==> src/rtl/elevator_controller_if.sv <==
// Button/emergency inputs and car position/direction/door outputs of the elevator controller.
interface elevator_controller_if;
  logic       Emergency;
  logic [3:0] floor_request;
  logic [3:0] current_floor;
  logic [1:0] direction;
  logic       door_status;

  modport master (
    output Emergency, floor_request,
    input  current_floor, direction, door_status
  );

  modport slave (
    input  Emergency, floor_request,
    output current_floor, direction, door_status
  );
endinterface

==> src/rtl/elevator_controller.sv <==
// Single-car SCAN elevator controller: latches floor requests, moves the car, opens the door.
// Request acts on the next edge, one floor per MOVE_CYCLES edges; no backpressure (level inputs).
module elevator_controller #(
  parameter int NUM_FLOORS  = 16,
  parameter int MOVE_CYCLES = 2,
  parameter int DOOR_CYCLES = 3
) (
  input  logic                 clk,
  input  logic                 reset,
  elevator_controller_if.slave bus
);

  localparam int MCW = (MOVE_CYCLES > 1) ? $clog2(MOVE_CYCLES) : 1;
  localparam int DCW = (DOOR_CYCLES > 1) ? $clog2(DOOR_CYCLES) : 1;

  typedef enum logic [2:0] {IDLE, MOVE_UP, MOVE_DOWN, DOOR_OPEN, EMERGENCY} state_t;

  state_t                state;
  logic [3:0]            cur_floor;
  logic [1:0]            dir_q;
  logic                  door_q;
  logic                  last_up;
  logic [NUM_FLOORS-1:0] pending;
  logic [MCW-1:0]        move_cnt;
  logic [DCW-1:0]        door_cnt;

  logic [NUM_FLOORS-1:0] req_oh, pend_eff, cur_oh, up_oh, dn_oh;
  logic                  above, below, at_cur, up_hit, dn_hit;
  logic                  req_here, move_last, door_last;

  // Decode helpers use loops rather than variable indexing so any NUM_FLOORS in 2..16 is safe.
  always_comb begin
    req_oh = '0;
    cur_oh = '0;
    up_oh  = '0;
    dn_oh  = '0;
    above  = 1'b0;
    below  = 1'b0;
    for (int i = 0; i < NUM_FLOORS; i++) begin
      req_oh[i] = (bus.floor_request == 4'(i));
      cur_oh[i] = (cur_floor == 4'(i));
      up_oh[i]  = (cur_floor + 4'd1 == 4'(i));
      dn_oh[i]  = (cur_floor - 4'd1 == 4'(i));
    end
    pend_eff = pending | req_oh;
    for (int i = 0; i < NUM_FLOORS; i++) begin
      if (4'(i) > cur_floor) above = above | pend_eff[i];
      if (4'(i) < cur_floor) below = below | pend_eff[i];
    end
    at_cur    = |(pend_eff & cur_oh);
    up_hit    = |(pend_eff & up_oh);
    dn_hit    = |(pend_eff & dn_oh);
    req_here  = (bus.floor_request == cur_floor);
    move_last = (move_cnt == MCW'(MOVE_CYCLES - 1));
    door_last = (door_cnt == DCW'(DOOR_CYCLES - 1));
  end

  always_ff @(posedge clk) begin
    if (reset) begin
      state     <= IDLE;
      cur_floor <= '0;
      dir_q     <= 2'b00;
      door_q    <= 1'b0;
      last_up   <= 1'b1;
      pending   <= '0;
      move_cnt  <= '0;
      door_cnt  <= '0;
    end else if (bus.Emergency) begin
      state    <= EMERGENCY;
      dir_q    <= 2'b11;
      door_q   <= 1'b1;
      pending  <= '0;
      move_cnt <= '0;
      door_cnt <= '0;
    end else begin
      case (state)
        IDLE: begin
          pending <= pend_eff;
          if (at_cur) begin
            pending  <= pend_eff & ~cur_oh;
            state    <= DOOR_OPEN;
            door_q   <= 1'b1;
            door_cnt <= '0;
          end else if (above) begin
            state    <= MOVE_UP;
            dir_q    <= 2'b01;
            last_up  <= 1'b1;
            move_cnt <= '0;
          end else if (below) begin
            state    <= MOVE_DOWN;
            dir_q    <= 2'b10;
            last_up  <= 1'b0;
            move_cnt <= '0;
          end
        end

        MOVE_UP: begin
          pending <= pend_eff;
          if (!move_last) begin
            move_cnt <= move_cnt + MCW'(1);
          end else begin
            move_cnt <= '0;
            if (!above) begin
              state <= IDLE;
              dir_q <= 2'b00;
            end else begin
              cur_floor <= cur_floor + 4'd1;
              if (up_hit) begin
                pending  <= pend_eff & ~up_oh;
                state    <= DOOR_OPEN;
                dir_q    <= 2'b00;
                door_q   <= 1'b1;
                door_cnt <= '0;
              end
            end
          end
        end

        MOVE_DOWN: begin
          pending <= pend_eff;
          if (!move_last) begin
            move_cnt <= move_cnt + MCW'(1);
          end else begin
            move_cnt <= '0;
            if (!below) begin
              state <= IDLE;
              dir_q <= 2'b00;
            end else begin
              cur_floor <= cur_floor - 4'd1;
              if (dn_hit) begin
                pending  <= pend_eff & ~dn_oh;
                state    <= DOOR_OPEN;
                dir_q    <= 2'b00;
                door_q   <= 1'b1;
                door_cnt <= '0;
              end
            end
          end
        end

        DOOR_OPEN: begin
          // A held button for this floor is never latched; it only keeps the door open.
          pending <= pend_eff & ~cur_oh;
          if (req_here) begin
            door_cnt <= '0;
          end else if (!door_last) begin
            door_cnt <= door_cnt + DCW'(1);
          end else begin
            door_q   <= 1'b0;
            door_cnt <= '0;
            move_cnt <= '0;
            if ((last_up && above) || (!last_up && !below && above)) begin
              state   <= MOVE_UP;
              dir_q   <= 2'b01;
              last_up <= 1'b1;
            end else if (below) begin
              state   <= MOVE_DOWN;
              dir_q   <= 2'b10;
              last_up <= 1'b0;
            end else begin
              state <= IDLE;
              dir_q <= 2'b00;
            end
          end
        end

        EMERGENCY: begin
          state   <= IDLE;
          dir_q   <= 2'b00;
          door_q  <= 1'b0;
          pending <= '0;
        end

        default: begin
          state  <= IDLE;
          dir_q  <= 2'b00;
          door_q <= 1'b0;
        end
      endcase
    end
  end

  assign bus.current_floor = cur_floor;
  assign bus.direction     = dir_q;
  assign bus.door_status   = door_q;

endmodule

==> src/flat_wrapper.sv <==
// flat-port wrapper written by rule: the top's interface ports become plain ports
module elevator_controller_flat 
#(
  parameter int NUM_FLOORS  = 16,
  parameter int MOVE_CYCLES = 2,
  parameter int DOOR_CYCLES = 3
)
  (clk, reset, bus_Emergency, bus_floor_request, bus_current_floor, bus_direction, bus_door_status);
  elevator_controller_if bus_i ();
  input  logic clk;
  input  logic reset;
  input wire logic [$bits(bus_i.Emergency)-1:0] bus_Emergency;
  input wire logic [$bits(bus_i.floor_request)-1:0] bus_floor_request;
  output wire logic [$bits(bus_i.current_floor)-1:0] bus_current_floor;
  output wire logic [$bits(bus_i.direction)-1:0] bus_direction;
  output wire logic [$bits(bus_i.door_status)-1:0] bus_door_status;
  assign bus_i.Emergency = bus_Emergency;
  assign bus_i.floor_request = bus_floor_request;
  assign bus_current_floor = bus_i.current_floor;
  assign bus_direction = bus_i.direction;
  assign bus_door_status = bus_i.door_status;
  elevator_controller #(.NUM_FLOORS(NUM_FLOORS), .MOVE_CYCLES(MOVE_CYCLES), .DOOR_CYCLES(DOOR_CYCLES)) u_core (.clk(clk), .reset(reset), .bus(bus_i));
endmodule
==> config.mk <==
export PLATFORM = sky130hd
export DESIGN_NAME = elevator_controller_flat
export DESIGN_NICKNAME = d
export VERILOG_FILES = /design/src/rtl/elevator_controller_if.sv /design/src/rtl/elevator_controller.sv /design/src/flat_wrapper.sv
export SDC_FILE = /design/constraint.sdc
export NUM_CORES = 1
export LEC_CHECK = 0
export ABC_AREA = 1
export CAP_MARGIN = 15
export CORE_AREA = 3 3 81 83
export DETAILED_ROUTE_END_ITERATION = 10
export DIE_AREA = 0 0 84 86
export GPL_TIMING_DRIVEN = 1
export PLACE_DENSITY = 0.81
export SETUP_SLACK_MARGIN = 0.02
export SKIP_LAST_GASP = 1
export SLEW_MARGIN = 0
export SYNTH_ARGS = -nofsm -noshare
export SYNTH_HDL_FRONTEND = slang
export SYNTH_SLANG_ARGS = --single-unit
==> constraint.sdc <==
create_clock -name clk -period 3.32 [get_ports clk]
set_input_delay 0.332 -clock clk [delete_from_list [all_inputs] [get_ports clk]]
set_output_delay 0.332 -clock clk [all_outputs]
set_load 0.005 [all_outputs]
==> results.py <==
metrics = {
    "run_status": {
        "outcome": "finished clean",
    },
    "worst_setup_path": {
        "r2r_slack_ps": 340,
        "cp_common_cell": "nand2_1",
        "crit_buf_inv": 3,
        "worst-endpoint-arrival_ps": 3200,
        "critPathKind": "flip-flop to flip-flop",
        "endpoint_kind": "flip-flop",
        "crit_cells": 18,
        "cp_top_family": "simple AND/OR/NAND/NOR gates",
        "critical-path-max-stage-delay_ps": 330,
        "critPathMaxFanout": 12,
        "r2r_cells": 18,
        "rr_startpoint": "u_core.bus.current_floor[0]$_SDFFE_PP0P_",
        "reg2reg_to": "u_core.pending[12]$_SDFFE_PP0P_",
        "crit_chain": "inv_1, ha_1, inv_1, nor2_2, inv_1, nand2_1, nand2_1, nand2_1, nand2_1, nor2_1, nand2_2, nand2_2, nand2_2, nand2_2, nor2_1, nand2_1, nand2_1, a21oi_1",
        "startpoint_type": "flip-flop",
        "cp_slowest_cell": "nor2_2",
        "required_ps": 3540,
    },
    "floorplan": {
        "die_h_um": 86,
        "num_io_pins": 14,
        "initial_core_util_pct": 62.68,
        "die_w_um": 84,
        "core_mm2": 0.005921,
        "die_area_mm2": 0.007224,
        "row_count": 28,
    },
    "sta": {
        "worst_pin_slew_ps": 661.0,
        "slew_headroom_pct": 55.88,
        "fin_ws_ps": 339.0,
        "rsz0062_at_grt": "false",
        "finalHoldViolations": 0,
        "clock_skew_ps": 11.11,
        "hold_slack_ps": 490.0,
        "fmax_ghz": 0.3355,
        "finalCriticalPeriod_ps": 2981,
        "post-route-period-util_pct": 89.79,
        "slew_viol_final": 0,
        "final.setup.tns_ps": 0,
        "finalSetupViolations": 0,
    },
    "layout": {
        "fillers": 575,
        "multiInputGateArea_mm2": 0.002669,
        "seq_area_um2": 600.6,
        "diodes": 0,
        "drive_gt1_share_pct": 9.014,
        "final_cell_mix": "nand2_1 (224), nor2_1 (111), inv_1 (64), nand3_1 (52), o21ai_0 (44)",
        "fin_util_pct": 67.58,
        "nNetsFinal": 722,
        "synthToLayoutAreaGrowth_pct": 7.822,
        "mostFrequentLayoutCell": "nand2_1",
    },
    "min_path": {
        "hp-class": "flip-flop to flip-flop",
        "min_to": "u_core.bus.direction[0]$_SDFFE_PP0P_",
        "min_from": "u_core.bus.direction[0]$_SDFFE_PP0P_",
        "holdPathStages": 2,
    },
    "routing": {
        "drt-vias-per-instance": 6.233,
        "routedWlPerCell_um": 17.24,
        "ant_nets": 0,
        "routed_wl_mm": 13.54,
        "drt_first_pass_iters": 7,
        "dr.first_iter.drc_count": 758,
        "drc": 0,
        "vias": 4893,
    },
    "logic_synthesis": {
        "syn-num-nets": 712,
        "netlist_instances": 699,
        "ys_ff_latch": 30,
        "yosysUniqueCellTypes": 35,
        "synth_warnings": 0,
        "syn_area_mm2": 0.003711,
        "yosysSeqAreaShare_pct": 16.18,
        "avgSynthCellArea_um2": 5.309,
    },
    "cts": {
        "cts_sinks": 30,
        "htreeDepth": 2,
        "clock_latency_ps": 300,
        "clk_path_buf_depth": 2,
        "path_clk_slew_ps": 80,
        "numCtsBuffers": 5,
        "cts_tree": "built",
        "cts_root_buf": "clkbuf_8",
        "cts_hold_buf": 0,
    },
    "global_routing": {
        "grt_overflow": 0,
        "grt_pass1_vias": 4435,
        "grt_use_total_pct": 37.13,
        "grt_pass1_wl_mm": 21.77,
        "antenna_found_initial": 0,
        "grt_max_degree": 34,
    },
    "pwr": {
        "power.density_mw_per_mm2": 422.9,
        "ir_drop_uv": 282.1,
        "leakagePower_nw": 1.872,
    },
    "run": {
        "max-cap-violations": 0,
    },
    "place": {
        "pre_cts_ws_ps": 143.8,
        "port_buffers": 13,
        "dp.final_hpwl_mm": 9.934,
        "place_congestion": 1.168,
    },
}
## power by group
part	internal (mW)	switching (mW)	leakage, nW
Sequential	0.390	0.0335	0.244
Combinational	0.285	0.650	1.58
Clock	0.167	0.167	0.0472
## state kept, by name, indices dropped and copies added (netlist names)
signal	flops
u_core.state	3
u_core.door_cnt	2
u_core.move_cnt	1
u_core.bus.current_floor	4
u_core.bus.door_status	1
u_core.last_up	1
u_core.bus.direction	2
u_core.pending	16
## worst max path at each step
stage                                              from                              end  slack, ps
2_1_floorplan  u_core.bus.current_floor[0]$_SDFFE_PP0P_   u_core.pending[7]$_SDFFE_PP0P_        790
3_3_place_gp                       bus_floor_request[2]  u_core.pending[10]$_SDFFE_PP0P_        250
3_5_place_dp                       bus_floor_request[2]  u_core.pending[14]$_SDFFE_PP0P_        140
4_1_cts        u_core.bus.current_floor[0]$_SDFFE_PP0P_  u_core.pending[14]$_SDFFE_PP0P_        230
5_1_grt        u_core.bus.current_floor[0]$_SDFFE_PP0P_  u_core.pending[12]$_SDFFE_PP0P_        100
6_report       u_core.bus.current_floor[0]$_SDFFE_PP0P_  u_core.pending[12]$_SDFFE_PP0P_        340
## worst min-delay path: stages, from the launching register on
cell and delay, ps:
dfxtp_1 330, nor2_1 50, nor2_1 80
## through the flow
| stage | area (um^2) | power (mW) | instances |
|---|---|---|---|
| after floorplan | 3711 | 1.071 | 699 |
| after global placement | 3901 | 1.300 | 777 |
| after detailed placement | 3901 | 1.316 | 777 |
| after CTS | 3996 | 1.638 | 785 |
| after global routing | 4001 | 1.783 | 785 |
| final | 4001 | 1.692 | 785 |
## cells in the mapped netlist, drive strengths merged
cell	n	area, um^2
xnor2	2	25.03
o21ai	48	240.2
nand3	52	260.3
and2	1	6.260
xor2	2	17.52
a31oi	7	43.79
a32oi	9	78.83
o21bai	2	15.01
ha	6	75.07
dfxtp	30	600.6
a22oi	1	7.510
a21oi	37	185.2
nor2	127	529.3
o221ai	2	17.52
clkbuf	15	56.30
buf	13	112.6
inv	72	270.3
o211ai	10	75.07
clkinv	2	7.510
nand2	234	905.9
nor3	5	35.03
a221oi	1	8.760
nand4	21	137.6
## per-layer routing
| layer | routed length (um) | track usage, % | vias to the layer above |
|---|---|---|---|
| li1 | - | - | 2285 |
| met1 | 5315 | 50.17 | 2126 |
| met2 | 5593 | 56.04 | 399 |
| met3 | 1800 | 6.820 | 83 |
| met4 | 826 | 19.88 | 0 |
| met5 | 0 | 0 | - |
## cells by family (layout without fill, tap and decap cells)
kind of cell	after synthesis	in the layout	synth area share (%)
AOI/OAI and AO/OA	117	117	18.11
xor gates and xnor gates	4	4	1.147
adders and majority gates	6	6	2.023
buffers and inverters	102	113	12.04
DFF	30	30	16.18
and+or+nand+nor	440	440	50.51
## layout make-up
| class | count | share of cell area [%] |
|---|---|---|
| Inverter | 74 | 6.942 |
| Clock buffer | 6 | 2.064 |
| Timing Repair Buffer | 31 | 6.629 |
| Multi-Input combinational cell | 567 | 66.70 |
| Sequential cell | 30 | 15.01 |
| Clock inverter | 2 | 0.3127 |
| Tap cell | 75 | 2.345 |
## repair_timing
item,4_1_cts,5_1_grt
setup buffers,0,0
endpoints found under the setup margin,0,11
gates resized for setup,0,2
Note: power is estimated with default switching activity, not from simulation.
